$ cat src/rtl/bus_arbiter.sv
// Two-master bus arbiter (CPU vs DMA) with round-robin tie break and a
// hold-count quantum that preempts an owner only while the other side waits.
module bus_arbiter #(
    parameter int QUANTUM = 16
) (
    input  logic       sys_clk,
    input  logic       reset,
    input  logic       cpu_req,
    input  logic       dma_req,
    output logic       cpu_gnt,
    output logic       dma_gnt,
    output logic [1:0] owner,
    output logic       preempt
);

    localparam logic [1:0] IDLE    = 2'b00;
    localparam logic [1:0] GNT_CPU = 2'b01;
    localparam logic [1:0] GNT_DMA = 2'b10;

    localparam logic [7:0] QUANTUM_CNT = 8'(QUANTUM);

    logic [1:0] state;
    logic [1:0] next_state;
    logic [7:0] hold_cnt;
    logic       last_dma;
    logic       preempt_next;
    logic       grant_entry;

    // Release is tested before the quantum so a simultaneous drop never
    // reports a preemption.
    always_comb begin
        next_state   = state;
        preempt_next = 1'b0;
        case (state)
            IDLE: begin
                if (cpu_req && dma_req)
                    next_state = last_dma ? GNT_CPU : GNT_DMA;
                else if (cpu_req)
                    next_state = GNT_CPU;
                else if (dma_req)
                    next_state = GNT_DMA;
            end
            GNT_CPU: begin
                if (!cpu_req) begin
                    next_state = IDLE;
                end else if (hold_cnt == QUANTUM_CNT && dma_req) begin
                    next_state   = IDLE;
                    preempt_next = 1'b1;
                end
            end
            GNT_DMA: begin
                if (!dma_req) begin
                    next_state = IDLE;
                end else if (hold_cnt == QUANTUM_CNT && cpu_req) begin
                    next_state   = IDLE;
                    preempt_next = 1'b1;
                end
            end
            default: next_state = IDLE;
        endcase
    end

    assign grant_entry = (state == IDLE) && (next_state != IDLE);

    always_ff @(posedge sys_clk or posedge reset) begin
        if (reset) begin
            state   <= IDLE;
            preempt <= 1'b0;
        end else begin
            state   <= next_state;
            preempt <= preempt_next;
        end
    end

    // The counter reads 1 during the first grant cycle and sticks at 255.
    always_ff @(posedge sys_clk or posedge reset) begin
        if (reset)
            hold_cnt <= 8'd0;
        else if (grant_entry)
            hold_cnt <= 8'd1;
        else if (next_state == IDLE)
            hold_cnt <= 8'd0;
        else if (hold_cnt != 8'hFF)
            hold_cnt <= hold_cnt + 8'd1;
    end

    always_ff @(posedge sys_clk or posedge reset) begin
        if (reset)
            last_dma <= 1'b1;
        else if (grant_entry)
            last_dma <= (next_state == GNT_DMA);
    end

    assign cpu_gnt = (state == GNT_CPU);
    assign dma_gnt = (state == GNT_DMA);
    assign owner   = state;

endmodule

$ cat config.mk
export PLATFORM = sky130hd
export DESIGN_NAME = bus_arbiter
export DESIGN_NICKNAME = d
export VERILOG_FILES = /design/src/rtl/bus_arbiter.sv
export SDC_FILE = /design/constraint.sdc
export NUM_CORES = 1
export LEC_CHECK = 0
export BUFFER_PORTS_ARGS = -buffer_cell sky130_fd_sc_hd__buf_2
export CAP_MARGIN = 20
export CORE_MARGIN = 4
export CORE_UTILIZATION = 43
export CTS_CLUSTER_DIAMETER = 60
export CTS_CLUSTER_SIZE = 28
export DETAILED_ROUTE_END_ITERATION = 8
export GPL_TIMING_DRIVEN = 0
export PLACE_DENSITY = 0.68
export SETUP_SLACK_MARGIN = 0.2
export SLEW_MARGIN = 20
export SYNTH_ARGS = -nofsm -noshare
export SYNTH_HDL_FRONTEND = slang
export SYNTH_SLANG_ARGS = --single-unit
$ cat constraint.sdc
create_clock -name sys_clk -period 2.3 [get_ports sys_clk]
set_clock_uncertainty 0.2 [all_clocks]
set_input_delay 0.23 -clock sys_clk [delete_from_list [all_inputs] [get_ports sys_clk]]
set_output_delay 0.23 -clock sys_clk [all_outputs]
set_load 0.005 [all_outputs]
Word-level counts from Yosys, hierarchy flattened
Index checks and enable logic that the tools add are counted.
{"block": "classes", "n_addsub": 1, "eq_ne": 5, "mux": 17, "reduce_logical": 8}
{"op": "$mux W8", "n": 3}
{"op": "$mux W2", "n": 8}
{"op": "$add A8 B1 Y8 const B", "n": 1}
{"op": "$eq A8 B5 Y1 const B", "n": 1}
{"op": "$ne A8 B8 Y1 const B", "n": 1}
{"op": "$pmux W2 S3", "n": 1}
{"op": "$eq A2 B2 Y1 const B", "n": 2}
{"op": "$logic_and A1 B1 Y1", "n": 4}
{"op": "$logic_not A2 Y1", "n": 2}
{"op": "$mux W1", "n": 4}
{"op": "$reduce_bool A3 Y1", "n": 1}
{"op": "$eq A2 B1 Y1 const B", "n": 1}
{"op": "$pmux W1 S2", "n": 1}
{"op": "$reduce_bool A2 Y1", "n": 1}
{"block": "word_totals", "ff_bits": 12, "out_inout_bits": 5, "elab_cells": 35}

Logic depth before layout (Yosys ltp)
{"block": "logic_depth", "word_depth": 8, "depth_mapped": 6}

Worst setup path after synthesis
No wires, ideal clock.
{"block": "synth_path", "kind": "register to register", "from": "register state[0] (netlist: owner[0])", "to": "register last_dma", "t_arrival_ns": 1.513, "setup_slack_ns": 0.494, "stages_incl_launch_ff": 6, "n_path_buf": 0, "cell_sequence": "dfrtp_1 -> inv_1 -> ha_1 -> a22o_1 -> a2111oi_0 -> nor3_1"}
{"block": "synth_via", "elab_cells_between_ends": 14, "cone_classes": "3 x eq/ne; 8 x mux; 3 x reduce/logical"}
{"item": "from (decl)", "line_no": "22", "source": "logic [1:0] state;"}
{"item": "from (signal assigned)", "line_no": "70", "source": "state <= next_state;"}
{"item": "$eq A2 B2 Y1 (*)"}
{"item": "via dma_gnt", "line_no": "11", "source": "output logic dma_gnt,"}
{"item": "$pmux W2 S3 (*)", "line_no": "34", "source": "case (state)"}
{"item": "$reduce_bool A2 Y1", "line_no": "63", "source": "assign grant_entry = (state == IDLE) && (next_state != IDLE);"}
{"item": "$logic_and A1 B1 Y1", "line_no": "63"}
{"item": "to (signal assigned)", "line_no": "91", "source": "last_dma <= (next_state == GNT_DMA);"}
{"item": "to (decl)", "line_no": "25", "source": "logic last_dma;"}
The timed path passes the listed nets; every way through them passes the cells marked *.
A chain may end at the register's enable or synchronous reset.

Worst setup path in the final report
{"block": "layout_path", "from": "register state[0] (netlist: owner[0])", "to": "register last_dma"}
{"block": "layout_via", "elab_chain_cells": 6, "elab_cells_between_ends": 14, "cone_classes": "3 x eq/ne; 8 x mux; 3 x reduce/logical"}
{"item": "$mux W2", "line_no": "40", "source": "else if (dma_req)"}
{"item": "$mux W2", "line_no": "38", "source": "else if (cpu_req)"}
{"item": "$mux W2", "line_no": "36", "source": "if (cpu_req && dma_req)"}
{"item": "$pmux W2 S3", "line_no": "34"}
{"item": "$reduce_bool A2 Y1", "line_no": "63"}
{"item": "$logic_and A1 B1 Y1", "line_no": "63"}
Several ways; a longest one is shown, not always the timed one.

==> reports/qor.txt <==
Logic pwr share: 39.5%
Worst EP arrival: 1.96 ns
Pwr Density: 858 mW/mm2
Routability Congestion: 0.783
First DRT Iteration DRCs: 25
Final setup viols: 0
Leak: 0.411 nW
crit start category: flop
Critical R2R Launch: owner[0]$_DFF_PP0_
PortBufs: 8
RR Endpoint: last_dma$_DFFE_PP1P_
Syn Nets: 92
CTS root buf: clkbuf_4
global-route wire length before repair: 2650 um
number of buffers created by CTS: 3
post-CTS sizing: 0
vias in the first global route: 614
Max-Cap Viols: 0
crit path launch: owner[0]$_DFF_PP0_
sw frac: 37.7%
CTS H-tree lvls: 1
post-layout instance area: 906 um2
RSZ-0062 raised after global routing: no
nets: 106
Critical Path RT: 2.28 ns
CORE AREA: 0.00173 mm2
Worst Hold Class: input pin to flop
Yosys cell types: 30
Worst-Skew Late Latency: 0.27 ns
most frequent cells in the layout: 11 x dfrtp_1, 9 x nor2_1, 8 x buf_2
final critical-path required period: 1.97 ns
total routed wirelength: 1560 um
drt wl/cell: 13.0 um
Netlist Area Pre-Place: 788 um2
TritonRoute pass-1 iters: 4
Worst Path Max Fanout: 8
Cell Int Power: 0.484 mW
status: finished clean
area post-placement: 860 um2
Via density: 5.59
most common cell after layout, fill and taps aside: dfrtp_1
R2R cell count: 5
syn avg cell area: 9.61 um2
I/O pin total: 9
die area: 0.00258 mm2
CP endpoint kind: flop
n_diodes: 0
via count: 671
CTS Sinks: 12
Die Height: 50.8 um
initial antenna violation count: 0
Post-Synthesis Cells: 82
post-route setup TNS: 0 ns
Warnings, synthesis: 0
antenna viol nets, final: 0
Max Root-Sink Buffers: 2
Clock power frac: 21.9%
hold_ws: 0.0665 ns
share of cells above drive strength 1: 20.0%
Max Clk Rate: 0.507 GHz
Net Sw Power: 0.293 mW
Congestion Overflow GR: 0
Critical Path Sink: last_dma$_DFFE_PP1P_
Clk pin slew, worst setup/hold paths: 0.09 ns
#FFs+latches synth: 12
fin crit share: 85.8%
Worst Tran Pin Value: 0.495 ns
max-slew violations: 0
Residual DRC: 0
Slew headroom: 67.0%
Worst R2R Setup Slack: 0.33 ns
endpoints failing hold: 0
Post-synth ARST share: 100%
register area share after synthesis: 38.3%
Sequential Power Share: 38.7%
P&R area growth vs syn: 14.9%
Die Wd: 50.8 um
TritonCTS clock tree: done
Worst Setup Path Type: flop to flop
hpwl dp: 1170 um
Post-synth EDFFs: 0
Max IR drop VDD: 0.000358 V
Initial Utilization: 45.7%
ys flop type: dfrtp_1
row cnt: 15
largest net degree at the start of global routing: 13
GRT Total Usage: 13.6%
power by group through the flow:
stage	clock, mW	combinational, mW	sequential (mW)
2_1_floorplan	0	0.229	0.295
3_3_place_gp	0	0.298	0.302
3_5_place_dp	0	0.307	0.304
4_1_cts	0.173	0.311	0.300
5_1_grt	0.182	0.349	0.308
6_report	0.170	0.307	0.301
per-stage QoR:
step	setup slack (ns)	power, mW	cells	utilization [%]
floorplan	0.494	0.524	82	-
global placement	0.420	0.600	115	49.8
detailed placement	0.350	0.611	115	49.8
CTS	0.343	0.784	120	52.5
global route	0.209	0.839	120	52.5
finish	0.326	0.777	120	52.5
cells in the mapped netlist (2+ instances only):
library cell   n  area [um2]
a21oi_1        3        15.0
nand3_1        4        20.0
nand2b_1       2        12.5
nor3_1         4        20.0
dfrtp_1       11         275
nor2_1         9        33.8
nand2_1        4        15.0
ha_1           6        75.1
a31oi_1        2        12.5
a211oi_1       2        15.0
o211ai_1       3        22.5
nor2b_1        2        12.5
nand3_2        2        20.0
o21ai_0        4        20.0
and4b_1        2        20.0
mux2i_1        2        20.0
inv_1          5        18.8
and4_1         2        17.5
and2_1         2        12.5
how the worst min path moves through the flow:
stage	startpoint	endpoint	slack, ns	cells after the start
6_report	dma_req	preempt$_DFF_PP0_	0.07	3
5_1_grt	dma_req	preempt$_DFF_PP0_	0.08	3
4_1_cts	dma_req	preempt$_DFF_PP0_	0.06	3
3_5_place_dp	reset	hold_cnt[4]$_DFFE_PP0P_	0.07	2
3_3_place_gp	reset	hold_cnt[4]$_DFFE_PP0P_	0.07	2
2_1_floorplan	reset	hold_cnt[0]$_DFFE_PP0P_	-0.11	1
registers in the layout (all words and copies together), names as in the netlist:
signal / count
last_dma: 1
owner: 2
preempt: 1
hold_cnt: 8
critical path, cell delays in order (launching register included):
cell	delay, ns
dfrtp_1	0.47
inv_1	0.10
ha_1	0.24
a22o_1	0.33
a2111oi_0	0.45
nor3_1	0.11
per-layer routing:
layer | track usage (%) | routed length (um) | vias to the layer above
li1 | - | - | 332
met1 | 18.2 | 760 | 312
met5 | 0 | 0 | -
met2 | 20.7 | 683 | 25
met4 | 6.73 | 17 | 0
met3 | 3.21 | 96 | 2
what timing repair did:
action,CTS,global route
hold buffers,1,0
hold endpoints to repair,11,0
setup endpoints to repair,0,0
buffers inserted,0,0
layout make-up:
| class | count | area [um2] |
|---|---|---|
| fill | 163 | 821 |
| timing repair buffer | 9 | 50.0 |
| tap | 25 | 31.3 |
| multi-input combinational | 65 | 468 |
| sequential | 12 | 302 |
| inverter | 5 | 18.8 |
| clock buffer | 4 | 36.3 |
logic make-up (layout without fill, tap and decap cells):
family,Yosys count,count (layout),share of synthesized area (%)
fa+ha+maj,6,6,9.52
buf+inv,5,18,2.38
flops,12,12,38.3
simple gates,39,39,31.6
compound gates,18,18,15.7
mux,2,2,2.54
(Power assumes the default switching activity.)
